## config.mk

```make
export PLATFORM = sky130hd
export DESIGN_NAME = dmem_arbiter_flat
export DESIGN_NICKNAME = d
export VERILOG_FILES = /design/src/rtl/dmem_arbiter_if.sv /design/src/rtl/dmem_arbiter.sv /design/src/flat_wrapper.sv
export SDC_FILE = /design/constraint.sdc
export NUM_CORES = 1
export LEC_CHECK = 0
export CAP_MARGIN = 20
export CORE_MARGIN = 2
export CORE_UTILIZATION = 30
export DETAILED_ROUTE_END_ITERATION = 10
export PLACE_DENSITY = 0.8
export SLEW_MARGIN = 10
export SYNTH_ARGS = -nofsm -noshare
export SYNTH_HDL_FRONTEND = slang
export SYNTH_SLANG_ARGS = --single-unit
```

## constraint.sdc

```tcl
create_clock -name clk -period 4.55 [get_ports clk]
set_clock_uncertainty 0.1 [all_clocks]
set_input_delay 0.91 -clock clk [delete_from_list [all_inputs] [get_ports clk]]
set_output_delay 0.91 -clock clk [all_outputs]
set_load 0.005 [all_outputs]
```

## src/rtl/dmem_arbiter_if.sv

```systemverilog
// Handshake bundle between the CPU MEM stage, the DMA engine and the data RAM.
// The slave modport is the arbiter's view; the master modport is its environment.
interface dmem_arbiter_if #(
    parameter int ADDR_W = 32,
    parameter int DATA_W = 32
);
    logic              cpu_req;
    logic              cpu_we;
    logic [ADDR_W-1:0] cpu_addr;
    logic [DATA_W-1:0] cpu_wdata;
    logic [DATA_W-1:0] cpu_rdata;
    logic              cpu_stall;

    logic              dma_req;
    logic              dma_we;
    logic [ADDR_W-1:0] dma_addr;
    logic [DATA_W-1:0] dma_wdata;
    logic              dma_gnt;
    logic              dma_rvalid;
    logic [DATA_W-1:0] dma_rdata;

    logic              mem_en;
    logic              mem_we;
    logic [ADDR_W-1:0] mem_addr;
    logic [DATA_W-1:0] mem_wdata;
    logic [DATA_W-1:0] mem_rdata;

    modport slave (
        input  cpu_req, cpu_we, cpu_addr, cpu_wdata,
        input  dma_req, dma_we, dma_addr, dma_wdata,
        input  mem_rdata,
        output cpu_rdata, cpu_stall,
        output dma_gnt, dma_rvalid, dma_rdata,
        output mem_en, mem_we, mem_addr, mem_wdata
    );

    modport master (
        output cpu_req, cpu_we, cpu_addr, cpu_wdata,
        output dma_req, dma_we, dma_addr, dma_wdata,
        output mem_rdata,
        input  cpu_rdata, cpu_stall,
        input  dma_gnt, dma_rvalid, dma_rdata,
        input  mem_en, mem_we, mem_addr, mem_wdata
    );
endinterface

```

## src/rtl/dmem_arbiter.sv

```systemverilog
// CPU/DMA arbiter for a single-port 1-cycle-latency data RAM; CPU write 0 stall, read 1 stall.
// CPU wins by default; a DMA denied MAX_WAIT cycles is forced through and the CPU is stalled.
module dmem_arbiter #(
    parameter int ADDR_W   = 32,
    parameter int DATA_W   = 32,
    parameter int MAX_WAIT = 4
) (
    input  logic           clk,
    input  logic           rst,
    dmem_arbiter_if.slave  bus
);
    localparam int CNT_W = (MAX_WAIT < 1) ? 1 : $clog2(MAX_WAIT + 1);
    localparam logic [CNT_W-1:0] MAX_CNT = CNT_W'(MAX_WAIT);

    typedef enum logic [1:0] {IDLE, CPU_RD, DMA_RD} state_t;

    state_t             state_q, state_d;
    logic [CNT_W-1:0]   starve_q, starve_d;
    logic [DATA_W-1:0]  cpu_hold_q, cpu_hold_d;
    logic [DATA_W-1:0]  dma_hold_q, dma_hold_d;
    logic               cpu_win;
    logic               dma_win;
    logic               dma_first;

    always_ff @(posedge clk or posedge rst) begin
        if (rst) begin
            state_q    <= IDLE;
            starve_q   <= '0;
            cpu_hold_q <= '0;
            dma_hold_q <= '0;
        end else begin
            state_q    <= state_d;
            starve_q   <= starve_d;
            cpu_hold_q <= cpu_hold_d;
            dma_hold_q <= dma_hold_d;
        end
    end

    assign dma_first = bus.dma_req && (starve_q == MAX_CNT);

    always_comb begin
        state_d        = state_q;
        cpu_win        = 1'b0;
        dma_win        = 1'b0;
        bus.mem_en     = 1'b0;
        bus.mem_we     = 1'b0;
        bus.mem_addr   = '0;
        bus.mem_wdata  = '0;
        bus.cpu_stall  = 1'b0;
        bus.dma_gnt    = 1'b0;
        bus.dma_rvalid = 1'b0;
        bus.cpu_rdata  = cpu_hold_q;
        bus.dma_rdata  = dma_hold_q;

        case (state_q)
            IDLE: begin
                if (dma_first) begin
                    dma_win = 1'b1;
                end else if (bus.cpu_req) begin
                    cpu_win = 1'b1;
                end else if (bus.dma_req) begin
                    dma_win = 1'b1;
                end

                if (cpu_win) begin
                    bus.mem_en    = 1'b1;
                    bus.mem_we    = bus.cpu_we;
                    bus.mem_addr  = bus.cpu_addr;
                    bus.mem_wdata = bus.cpu_wdata;
                    if (!bus.cpu_we) begin
                        bus.cpu_stall = 1'b1;
                        state_d       = CPU_RD;
                    end
                end

                if (dma_win) begin
                    bus.mem_en    = 1'b1;
                    bus.mem_we    = bus.dma_we;
                    bus.mem_addr  = bus.dma_addr;
                    bus.mem_wdata = bus.dma_wdata;
                    bus.dma_gnt   = 1'b1;
                    bus.cpu_stall = bus.cpu_req;
                    if (!bus.dma_we) begin
                        state_d = DMA_RD;
                    end
                end
            end
            CPU_RD: begin
                bus.cpu_rdata = bus.mem_rdata;
                state_d       = IDLE;
            end
            DMA_RD: begin
                bus.dma_rvalid = 1'b1;
                bus.dma_rdata  = bus.mem_rdata;
                bus.cpu_stall  = bus.cpu_req;
                state_d        = IDLE;
            end
            default: state_d = IDLE;
        endcase

        // Nothing may reach the RAM or the requesters while reset is held.
        if (rst) begin
            bus.mem_en     = 1'b0;
            bus.mem_we     = 1'b0;
            bus.cpu_stall  = 1'b0;
            bus.dma_gnt    = 1'b0;
            bus.dma_rvalid = 1'b0;
            bus.cpu_rdata  = '0;
            bus.dma_rdata  = '0;
        end
    end

    always_comb begin
        cpu_hold_d = (state_q == CPU_RD) ? bus.mem_rdata : cpu_hold_q;
        dma_hold_d = (state_q == DMA_RD) ? bus.mem_rdata : dma_hold_q;

        if (!bus.dma_req || dma_win) begin
            starve_d = '0;
        end else if (starve_q != MAX_CNT) begin
            starve_d = starve_q + 1'b1;
        end else begin
            starve_d = starve_q;
        end
    end
endmodule

```

## src/flat_wrapper.sv

```systemverilog
// flat-port wrapper written by rule: the top's interface ports become plain ports
module dmem_arbiter_flat 
#(
    parameter int ADDR_W   = 32,
    parameter int DATA_W   = 32,
    parameter int MAX_WAIT = 4
)
  (clk, rst, bus_cpu_req, bus_cpu_we, bus_cpu_addr, bus_cpu_wdata, bus_dma_req, bus_dma_we, bus_dma_addr, bus_dma_wdata, bus_mem_rdata, bus_cpu_rdata, bus_cpu_stall, bus_dma_gnt, bus_dma_rvalid, bus_dma_rdata, bus_mem_en, bus_mem_we, bus_mem_addr, bus_mem_wdata);
  dmem_arbiter_if #(.ADDR_W(ADDR_W), .DATA_W(DATA_W)) bus_i ();
  input  logic clk;
  input  logic rst;
  input wire logic [$bits(bus_i.cpu_req)-1:0] bus_cpu_req;
  input wire logic [$bits(bus_i.cpu_we)-1:0] bus_cpu_we;
  input wire logic [$bits(bus_i.cpu_addr)-1:0] bus_cpu_addr;
  input wire logic [$bits(bus_i.cpu_wdata)-1:0] bus_cpu_wdata;
  input wire logic [$bits(bus_i.dma_req)-1:0] bus_dma_req;
  input wire logic [$bits(bus_i.dma_we)-1:0] bus_dma_we;
  input wire logic [$bits(bus_i.dma_addr)-1:0] bus_dma_addr;
  input wire logic [$bits(bus_i.dma_wdata)-1:0] bus_dma_wdata;
  input wire logic [$bits(bus_i.mem_rdata)-1:0] bus_mem_rdata;
  output wire logic [$bits(bus_i.cpu_rdata)-1:0] bus_cpu_rdata;
  output wire logic [$bits(bus_i.cpu_stall)-1:0] bus_cpu_stall;
  output wire logic [$bits(bus_i.dma_gnt)-1:0] bus_dma_gnt;
  output wire logic [$bits(bus_i.dma_rvalid)-1:0] bus_dma_rvalid;
  output wire logic [$bits(bus_i.dma_rdata)-1:0] bus_dma_rdata;
  output wire logic [$bits(bus_i.mem_en)-1:0] bus_mem_en;
  output wire logic [$bits(bus_i.mem_we)-1:0] bus_mem_we;
  output wire logic [$bits(bus_i.mem_addr)-1:0] bus_mem_addr;
  output wire logic [$bits(bus_i.mem_wdata)-1:0] bus_mem_wdata;
  assign bus_i.cpu_req = bus_cpu_req;
  assign bus_i.cpu_we = bus_cpu_we;
  assign bus_i.cpu_addr = bus_cpu_addr;
  assign bus_i.cpu_wdata = bus_cpu_wdata;
  assign bus_i.dma_req = bus_dma_req;
  assign bus_i.dma_we = bus_dma_we;
  assign bus_i.dma_addr = bus_dma_addr;
  assign bus_i.dma_wdata = bus_dma_wdata;
  assign bus_i.mem_rdata = bus_mem_rdata;
  assign bus_cpu_rdata = bus_i.cpu_rdata;
  assign bus_cpu_stall = bus_i.cpu_stall;
  assign bus_dma_gnt = bus_i.dma_gnt;
  assign bus_dma_rvalid = bus_i.dma_rvalid;
  assign bus_dma_rdata = bus_i.dma_rdata;
  assign bus_mem_en = bus_i.mem_en;
  assign bus_mem_we = bus_i.mem_we;
  assign bus_mem_addr = bus_i.mem_addr;
  assign bus_mem_wdata = bus_i.mem_wdata;
  dmem_arbiter #(.ADDR_W(ADDR_W), .DATA_W(DATA_W), .MAX_WAIT(MAX_WAIT)) u_core (.clk(clk), .rst(rst), .bus(bus_i));
endmodule
```

; ---- Word-level counts from Yosys, hierarchy flattened
; Index checks and enable logic that the tools add are counted.
[classes]
n_reduce_logical = 5
add_sub_neg = 1
muxes = 43
n_eq_ne = 4
[ops]
columns = op, n
row1 = $mux 32, 10
row2 = $mux 1, 25
row3 = $mux 2, 5
row4 = $mux 3, 2
row5 = $add 3x1->3 const B, 1
row6 = $eq 3x3->1 const B, 1
row7 = $ne 3x3->1 const B, 1
row8 = $eq 2x1->1 const B, 1
row9 = $eq 2x2->1 const B, 1
row10 = $logic_not 2->1, 1
row11 = $pmux 1 s2, 1
row12 = $reduce_bool 2->1, 1
row13 = $logic_and 1x1->1, 1
row14 = $logic_not 1->1, 1
row15 = $logic_or 1x1->1, 1
[word_totals]
output_inout_bits = 133
in_bits = 166
ff_bits = 69

; ---- Depth between registers and ports, before layout
[logic_depth]
word_depth = 8
mapped_depth = 7
ltp_nobuf = 5

; ---- Least setup slack after synthesis
; OpenSTA, ideal clock, no wires.
[synth_path]
path_type = input -> output
startpoint = in rst
endpoint = out bus_mem_en
required_time_ps = 3540
path_slack_ps = 8
cell_stages = 3
arrival_time_ps = 3532
path_buffers = 1
path_cell_list = inv_1 -> clkbuf_1 -> o211a_1
[synth_between]
elab_chain_cells = 1
[synth_lines]
columns = element, line
row1 = from (decl), flat_wrapper.sv:11  ; input logic rst;
row2 = $mux 1, dmem_arbiter.sv:102  ; if (rst) begin
row3 = to (decl), flat_wrapper.sv:26  ; output wire logic [$bits(bus_i.mem_en)-1:0] bus_mem_en;
; No other way between the ends.

; ---- Worst setup path in the final report
[layout_path]
startpoint = in bus_dma_req
endpoint = out bus_mem_addr[31]
[layout_between]
elab_chain_cells = 6
[layout_lines]
columns = element, line
row1 = from (decl), flat_wrapper.sv:16  ; input wire logic [$bits(bus_i.dma_req)-1:0] bus_dma_req;
row2 = $mux 1 or $logic_and 1x1->1 (tied branches), "dmem_arbiter.sv:61, dmem_arbiter.sv:39"
row3 = $mux 1 (on tied branches), "dmem_arbiter.sv:59, dmem_arbiter.sv:57"
row4 = $mux 1 (on tied branches), "dmem_arbiter.sv:57, dmem_arbiter.sv:55"
row5 = $mux 1 or $mux 32 (tied branches), "dmem_arbiter.sv:55, dmem_arbiter.sv:65"
row6 = $mux 32 (*), dmem_arbiter.sv:76  ; if (dma_win) begin
row7 = $mux 32 (*), dmem_arbiter.sv:55  ; case (state_q)
row8 = to (decl), flat_wrapper.sv:28  ; output wire logic [$bits(bus_i.mem_addr)-1:0] bus_mem_addr;
; Mark *: on every way between the ends. The rest lies on a longest branch, timed or not. The select of a mux whose other input is x is not followed.

==> metrics.csv <==
metric,value,unit
fp.dieH,116.6,um
end_kind,output port,
drc,0,
rrSetupSlack,2680,ps
drt_wl_total,14060,um
synthXorXnorAreaFrac,0.2301,%
netlist_area,3806,um2
r2r_cells,2,
fin_tns_setup,0,ps
path_class,in2out,
row_count,41,
hold_viol,0,
cts.repair.resized,0,
ant_nets,0,
status,completed,
cts_max_path_buffers,2,
cp_max_fo,67,
synth_nets,491,
start_util,30.41,%
num_vias,3669,
synth_simple_gate_area_share,13.71,%
hold_path.class,reg2reg,
max_freq,240.1,MHz
rsz0062_at_grt,no,
area_growth,90.20,%
drt_iter0_drc,176,
grt-ovfl-total,0,
r2r-start,u_core.state_q[0],
htree_num_levels,3,
syn-instance-count,323,
grt_pass1_vias,3788,
cts_hold_buf,0,
cts_tree,built,
fp.dieW,116.6,um
async_reset_ff_share,100.0,%
clock_latency,320,ps
r2r_end,u_core.dma_hold_q[10],
synth_top_family_by_area,multiplexers,
fin_area,7239,um2
die_area,13600,um2
cts_setup_buffers,0,
p_clk_share,30.0,%
fin_crit_sh,91.54,%
wire_per_inst,17.91,um
clk_pin_slew,50,ps
nets,776,
min_delay_worst_endpoint,u_core.cpu_hold_q[24],
yosysWarnings,0,
fin_crit,4165,ps
finalSetupViolCount,0,
synth_edf_count,0,
comb_power_share,35.5,%
worst_setup_path_start_kind,input pin,
cp_data_required_time,3540,ps
synth-compound-area-share,16.14,%
cts_buffers,9,
intPower,0.001729,W
synth.avg_cell_area,11.78,um2
power_density,318.1,nW/um2
portBuffers,298,
pin_count,299,
final_common_cell,clkdlybuf4s50_1,
cellLeakagePower,2.922,nW
final_layout_size_suffix_gt1_share,4.405,%
whs_path_depth,1,
netSwitchingPower,0.0005737,W
worst_pin_slew,922.1,ps
synth-adder-area-share,0.6575,%
layout_common_cells,"298 x clkdlybuf4s50_1, 69 x dfrtp_1, 64 x mux2_1, 64 x and2_1, 64 x a22o_1",
arrival,3150,ps
synth_mux_area_share,19.20,%
synthFlopType,dfrtp_1,
p_seq_share,34.5,%
drv_slew,0,
ys_seq_area_share,45.36,%
clock_sinks,69,
power,0.002303,W
max_cap_viol_count,0,
grt_pass1_wl,20140,um
vias_per_cell,4.674,
n_antenna_cell,0,
place_congestion,0.8246,
hpwlAfterDp,11260,um
core_area,12520,um2
grt_max_degree,68,
switching_share,24.91,%
ys_seq_elements,69,
slew_headroom,38.52,%
final_util,57.84,%
worstHoldStart,u_core.cpu_hold_q[24],
ir_drop,0.0001914,V
place_area,6938,um2
drtPass1Iterations,4,
ys_types,29,
grt_use_total,19.73,%
cts_root_buf,clkbuf_16,
antenna_found_initial,0,
synth_stat cells, drive strengths merged, types with 2 or more instances:
master / number / area share, %
clkbuf: 8 / 0.79
and2: 64 / 11
o211a: 2 / 0.53
nand3: 3 / 0.39
nand2: 2 / 0.20
inv: 3 / 0.30
ha: 2 / 0.66
a22o: 64 / 15
mux2: 64 / 19
nor3b: 2 / 0.39
nor2b: 2 / 0.33
buf: 21 / 3.6
dfrtp: 69 / 45
nor2: 5 / 0.69
worst max-delay path by stage:
stage	startpoint	endpoint	slack, ps
floorplan	rst	bus_mem_en	8
global placement	bus_dma_req	bus_mem_addr[2]	450
detailed placement	bus_dma_req	bus_mem_addr[2]	390
CTS	bus_dma_req	bus_mem_addr[2]	390
global route	bus_dma_req	bus_mem_addr[31]	270
finish	bus_dma_req	bus_mem_addr[31]	390
cells by family after synthesis:
kind of cell | after synthesis
flops | 69
xor+xnor | 1
fa+ha+maj | 2
mux | 65
buf+inv | 32
simple gates | 84
compound gates | 70
critical path: stages:
cell and delay [ps]:
clkdlybuf4s50_1 610, or3b_4 440, nor2_4 110, buf_12 270, a22o_1 260, clkdlybuf4s50_1 520
flip-flops by register name, summed over array words and instances, names as in the netlist:
name / flops
u_core.cpu_hold_q: 32
u_core.dma_hold_q: 32
u_core.starve_q: 3
u_core.state_q: 2
metrics by stage:
stage | cells | worst slack, ps | hold WS, ps
6_report | 785 | 385.0 | 372.9
5_1_grt | 785 | 274.3 | 393.5
4_1_cts | 785 | 390.2 | 375.8
3_5_place_dp | 769 | 392.2 | 362.7
3_3_place_gp | 769 | 454.7 | 356.5
2_1_floorplan | 323 | 7.712 | 347.6
power groups by stage:
stage / registers (W) / logic [W] / clock network (W)
2_1_floorplan: 0.000791 / 0.000329 / 0
3_3_place_gp: 0.000797 / 0.000801 / 0
3_5_place_dp: 0.000807 / 0.000824 / 0
4_1_cts: 0.000796 / 0.000828 / 0.000719
5_1_grt: 0.000811 / 0.000887 / 0.000749
6_report: 0.000795 / 0.000817 / 0.000691
area by class of cell:
| type | count | area (um2) |
|---|---|---|
| fill | 1077 | 5278 |
| timing repair buffer | 303 | 3070 |
| multi-input combinational | 222 | 1912 |
| sequential | 69 | 1727 |
| clock buffer | 10 | 239.0 |
| tap | 172 | 215.2 |
| clock inverter | 6 | 62.56 |
| inverter | 3 | 13.76 |
layer usage:
layer	GRT usage, %	routed length, um
met4	6.039	251
met5	0	0
met1	24.60	5586
met3	4.307	927
met2	34.26	7297
No activity file was read; power rests on OpenSTA's default activity.
